## config.mk

```make
export PLATFORM = sky130hd
export DESIGN_NAME = spi_cmd_ram_ai
export DESIGN_NICKNAME = d
export VERILOG_FILES = /design/src/rtl/spi_cmd_ram_ai.sv
export SDC_FILE = /design/constraint.sdc
export NUM_CORES = 2
export LEC_CHECK = 0
export ABC_AREA = 0
export BUFFER_PORTS_ARGS = -buffer_cell sky130_fd_sc_hd__buf_2
export CORE_MARGIN = 2
export CORE_UTILIZATION = 63
export DETAILED_ROUTE_END_ITERATION = 12
export GPL_TIMING_DRIVEN = 0
export MAX_ROUTING_LAYER = met4
export PLACE_DENSITY_LB_ADDON = 0.08
export SLEW_MARGIN = 30
export SYNTH_ARGS = -nofsm -noshare
export SYNTH_HDL_FRONTEND = slang
export SYNTH_SLANG_ARGS = --single-unit
```

## constraint.sdc

```tcl
create_clock -name clk -period 3.08 [get_ports clk]
set_input_delay 0.616 -clock clk [delete_from_list [all_inputs] [get_ports clk]]
set_output_delay 0.616 -clock clk [all_outputs]
set_load 0.02 [all_outputs]
```

## src/rtl/spi_cmd_ram_ai.sv

```systemverilog
// Command-decoded single-port RAM behind an SPI slave datapath.
// Each received word carries a 2-bit opcode and a DATA_W-bit payload.
module spi_cmd_ram_ai #(
  parameter int DATA_W    = 8,
  parameter int ADDR_W    = 8,
  parameter int MEM_DEPTH = 256
) (
  input  logic              clk,
  input  logic              rst_n,
  input  logic [DATA_W+1:0] din,
  input  logic              rx_valid,
  input  logic              auto_inc,
  input  logic              err_clr,
  output logic [DATA_W-1:0] dout,
  output logic              tx_valid,
  output logic              addr_err
);

  // Handshake: rx_valid qualifies din with no backpressure, so one command is
  // consumed on every rising edge where rx_valid=1. tx_valid is a one-cycle
  // pulse in the cycle after an accepted READ and marks dout as fresh.

  typedef enum logic [1:0] {
    OP_SET_WA = 2'b00,
    OP_WRITE  = 2'b01,
    OP_SET_RA = 2'b10,
    OP_READ   = 2'b11
  } op_e;

  localparam logic [DATA_W:0]   DEPTH_EXT = (DATA_W+1)'(MEM_DEPTH);
  localparam logic [ADDR_W-1:0] LAST_ADDR = ADDR_W'(MEM_DEPTH - 1);

  logic [DATA_W-1:0] mem [MEM_DEPTH];

  op_e               op;
  logic [DATA_W-1:0] payload;
  logic [ADDR_W-1:0] payload_addr;
  logic              payload_ok;

  logic [ADDR_W-1:0] wr_ptr;
  logic [ADDR_W-1:0] rd_ptr;
  logic [ADDR_W-1:0] wr_ptr_inc;
  logic [ADDR_W-1:0] rd_ptr_inc;

  logic cmd_set_wa;
  logic cmd_write;
  logic cmd_set_ra;
  logic cmd_read;
  logic range_err;

  assign op           = op_e'(din[DATA_W+1:DATA_W]);
  assign payload      = din[DATA_W-1:0];
  assign payload_addr = payload[ADDR_W-1:0];

  // Since MEM_DEPTH <= 2**ADDR_W, a value compare also rejects any payload
  // with bits set above ADDR_W-1; the extra bit keeps MEM_DEPTH=2**DATA_W exact.
  assign payload_ok = ({1'b0, payload} < DEPTH_EXT);

  assign wr_ptr_inc = (wr_ptr == LAST_ADDR) ? '0 : wr_ptr + ADDR_W'(1);
  assign rd_ptr_inc = (rd_ptr == LAST_ADDR) ? '0 : rd_ptr + ADDR_W'(1);

  always_comb begin
    cmd_set_wa = 1'b0;
    cmd_write  = 1'b0;
    cmd_set_ra = 1'b0;
    cmd_read   = 1'b0;
    if (rx_valid) begin
      case (op)
        OP_SET_WA: cmd_set_wa = 1'b1;
        OP_WRITE:  cmd_write  = 1'b1;
        OP_SET_RA: cmd_set_ra = 1'b1;
        OP_READ:   cmd_read   = 1'b1;
        default:   cmd_read   = 1'b0;
      endcase
    end
    range_err = (cmd_set_wa | cmd_set_ra) & ~payload_ok;
  end

  // RAM write port; reset suppresses a command arriving in the same cycle.
  always_ff @(posedge clk) begin
    if (rst_n && cmd_write) begin
      mem[wr_ptr] <= payload;
    end
  end

  always_ff @(posedge clk) begin
    if (!rst_n) begin
      wr_ptr   <= '0;
      rd_ptr   <= '0;
      dout     <= '0;
      tx_valid <= 1'b0;
      addr_err <= 1'b0;
    end else begin
      tx_valid <= cmd_read;

      if (cmd_set_wa && payload_ok) begin
        wr_ptr <= payload_addr;
      end else if (cmd_write && auto_inc) begin
        wr_ptr <= wr_ptr_inc;
      end

      if (cmd_set_ra && payload_ok) begin
        rd_ptr <= payload_addr;
      end else if (cmd_read && auto_inc) begin
        rd_ptr <= rd_ptr_inc;
      end

      if (cmd_read) begin
        dout <= mem[rd_ptr];
      end

      // A new range error wins over a simultaneous clear.
      if (range_err) begin
        addr_err <= 1'b1;
      end else if (err_clr) begin
        addr_err <= 1'b0;
      end
    end
  end

endmodule

```

==> out/metrics.csv <==
stage,metric,value,unit
grt,initial antenna violation count,13,
yosys,Most used DFF post-synth,edfxtp_1,
grt,Total Routing Usage GR,0.368,
routing,DRT antenna net count,0,
cells_and_area,Finished Core Util,0.730,
sta,Max Clk Rate,306,MHz
setup_path,crit-path most repeated cell,clkbuf_1,
floorplan,full die area,131000,um^2
sta,Tcrit/Tclk final,1.06,
routing,Routed WL,231,mm
cells_and_area,Filler Cells Inserted,7523,
floorplan,core area,128000,um^2
run_status,status,"complete, but fails checks",
run_status,failing checks,negative setup slack,
setup_path,r2r setup slk,-0.19,ns
placement,Port-buffer cells,22,
setup_path,crit path kind,reg2reg,
yosys,Post-Synthesis Net Count,4156,
routing,drt wl/cell,36.9,um
floorplan,die width,362,um
yosys,Ys Warns,0,
setup_path,CP max stage delay,0.79,ns
yosys,cells after synthesis,4136,
clock_tree,CTS tree,yes,
power_and_ir_drop,Logic pwr share,0.058,
floorplan,I/O Pins,25,
clock_tree,htree depth,4,
yosys,Synth Cell Area,80900,um^2
setup_path,crit path DAT,3.73,ns
yosys,"EDFF count, synth",2048,
power_and_ir_drop,leak pwr,28.4,nW
yosys,"Seq/Total Area, Yosys",0.767,
clock_tree,Clock Latency Late Sink,0.84,ns
setup_path,CP cell instances,clkbuf_1 > nor2b_1 > nand2_1 > clkbuf_1 > nor2_1,
placement,dpl cell area,84000,um^2
setup_path,CP Launch Type,flip-flop,
grt,first-pass GRT wire length,321,mm
routing,DRC violation total after the first TritonRoute iteration,6794,
power_and_ir_drop,Switching Fraction,0.214,
grt,Overflow after GRT,0,
yosys,"FFs w/ async S/R, synth",0,
grt,vias in the first global route,42700,
setup_path,end of the worst register-to-register path,mem[94][4]$_DFFE_PP_,
setup_path,crit path launch,wr_ptr[6]$_SDFFE_PN0P_,
sta,Final WS setup,-0.191,ns
cells_and_area,"commonest non-fill, non-tap cell in the layout",edfxtp_1,
floorplan,row count,131,
clock_tree,total number of clock tree sinks,2073,
cells_and_area,final non-filler cell total,6266,
clock_tree,CTS root buf,clkbuf_16,
sta,Final min period,3.27,ns
floorplan,Initial Utilization,0.634,
routing,residual DRC count,0,
setup_path,Critical Path RT,3.54,ns
grt,largest net degree at the start of global routing,111,
sta,Final Setup Violations,255,
placement,worst setup slack after placement,-1.39,ns
power_and_ir_drop,clock power share,0.415,
routing,via count,43900,
cells_and_area,most frequent cells in the layout,"edfxtp_1, mux4_2, mux2i_1",
placement,RD Place Congestion,0.974,
hold_path,min-delay worst type,in2reg,
placement,post-DP HPWL,154,mm
setup_path,worst setup path end,mem[94][4]$_DFFE_PP_,
cells_and_area,Final nets,4438,
floorplan,die height,362,um
routing,Vias per Instance,7.01,
clock_tree,cts bufs inserted,201,
clock_tree,CTS max path bufs,3,
sta,"Slew Viols, Final",0,
sta,Final Hold Vio Count,0,
placement,DP Cell Count,5848,
setup_path,critical path capture point type,flip-flop,
cells_and_area,Area Growth Syn to Fin,15.2,%
routing,drt pass-1 iters,6,
job,maxcap violations,0,
power_and_ir_drop,Pint,46.3,mW
sta,measured slew at the worst slew-check pin,1.31,ns
sta,clk_skew,0.0344,ns
yosys,Synth cell types,55,
power_and_ir_drop,sequential power share,0.526,
yosys,synthesized area per cell,19.5,um^2
setup_path,CP max-delay cell,nor2_1,
setup_path,CP Max Fanout,10,
sta,unrepaired setup endpoints after global routing,yes,
setup_path,worst reg2reg path depth,5,
power_and_ir_drop,power density over the cells,633,nW/um^2
power_and_ir_drop,net load switching power,12.6,mW
clock_tree,hold_buf cts,0,
cells_and_area,layout cells sized above 1,0.277,
yosys,Synth Register Bits,2073,
setup_path,reg2reg start,wr_ptr[6]$_SDFFE_PN0P_,
clock_tree,"CTS clk-pin slew, worst paths",0.07,ns
power_and_ir_drop,highest ir drop seen on vdd,0.000678,V
sta,Worst Hold Slack,0.101,ns
cells_and_area,final instance area,93100,um^2
sta,Worst slew margin,0.125,
-- state kept, by name (all words and copies together), names as in the netlist --
| signal | count |
|---|---|
| rd_ptr | 8 |
| dout | 8 |
| tx_valid | 1 |
| mem | 2048 |
| wr_ptr | 8 |
-- how the worst min path moves through the flow --
stage                      startpoint                      to  slack, ns  cells past startpoint
2_1_floorplan  wr_ptr[1]$_SDFFE_PN0P_  wr_ptr[1]$_SDFFE_PN0P_       0.47                      2
3_3_place_gp   wr_ptr[1]$_SDFFE_PN0P_  wr_ptr[1]$_SDFFE_PN0P_       0.50                      2
3_5_place_dp   rd_ptr[7]$_SDFFE_PN0P_  rd_ptr[7]$_SDFFE_PN0P_       0.52                      2
4_1_cts                        din[9]  rd_ptr[1]$_SDFFE_PN0P_       0.05                      2
5_1_grt                        din[9]  rd_ptr[1]$_SDFFE_PN0P_       0.07                      2
6_report                       din[9]  rd_ptr[1]$_SDFFE_PN0P_       0.10                      2
-- layer usage --
metal  part of all wire  track usage  up-vias  routed length [um]
met4              0.054        0.169        0               12600
met2               0.46        0.531     2963              106000
met5                  0            -        -                   0
li1                   -            -    17700                   -
met3               0.12       0.0958      561               28100
met1               0.37        0.501    22800               85100
-- worst max-delay path: cells and delay by family, from the launching register on --
kind	cells	cell delay, ns
flip-flops	1	0.30
AND/OR/NAND/NOR	3	1.66
buffers and inverters	2	0.91
-- power by group through the flow --
stage	clock network (mW)	logic, mW	registers (mW)
2_1_floorplan	0	1.55	31.6
3_3_place_gp	0	2.92	31.7
3_5_place_dp	0	3.06	31.6
4_1_cts	24.5	3.26	31.0
5_1_grt	25.6	3.52	31.0
6_report	24.5	3.44	31.0
-- logic make-up after synthesis --
family,count (synthesis),share of synthesized area
multiplexers,679,0.140
other,1,0.0000464
AND/OR/NAND/NOR,628,0.0332
adder cells (fa/ha/maj),5,0.000774
flip-flops,2073,0.767
buffers and inverters,261,0.0165
AO/OA/AOI/OAI,489,0.0425
-- cell type report --
class                      count  area, um^2  area share
timing repair buffer          85        1210      0.0130
multi-input combinational   1802       19100       0.205
inverter                       9        37.5    0.000403
buffer                       246        2100      0.0225
antenna                       14        35.0    0.000376
clock inverter               100         906     0.00973
sequential                  2073       62000       0.666
tap                         1662        2080      0.0223
clock buffer                 275        5640      0.0605
-- cell usage after synthesis (all sizes together) (5+ instances only) --
master,n,area [um^2]
a2111oi,15,135
a211o,7,61.3
a211oi,34,255
a21o,7,52.6
a21oi,71,355
a221o,8,80.1
a221oi,23,201
a22oi,53,398
a311o,7,70.1
a31oi,11,68.8
and2,7,43.8
buf,144,898
clkbuf,108,405
dfxtp,25,500
edfxtp,2048,61500
ha,5,62.6
inv,8,30.0
mux2,59,664
mux2i,263,2630
mux4,357,8040
nand2,174,653
nand2b,13,81.3
nand3,37,185
nand3b,7,52.6
nor2,308,1160
nor2b,15,93.8
nor3,17,85.1
nor4,29,181
o2111ai,8,70.1
o21ai,56,280
o221ai,56,490
o22ai,98,613
o311ai,15,131
o32ai,8,70.1
-- stage by stage --
step            TNS, ns  total power, mW
4_1_cts          -19.41             58.8
6_report         -19.47             58.9
5_1_grt          -61.29             60.1
3_3_place_gp   -5000.92             34.6
2_1_floorplan         0             33.2
3_5_place_dp    -601.95             34.7
-- what timing repair did --
item / 4_1_cts / 5_1_grt
endpoints found under the setup margin: 735 / 1095
buffers inserted: 17 / 18
pin swaps: 16 / 24
resized for setup: 424 / 218
Note: power is estimated with default switching activity, not from simulation.
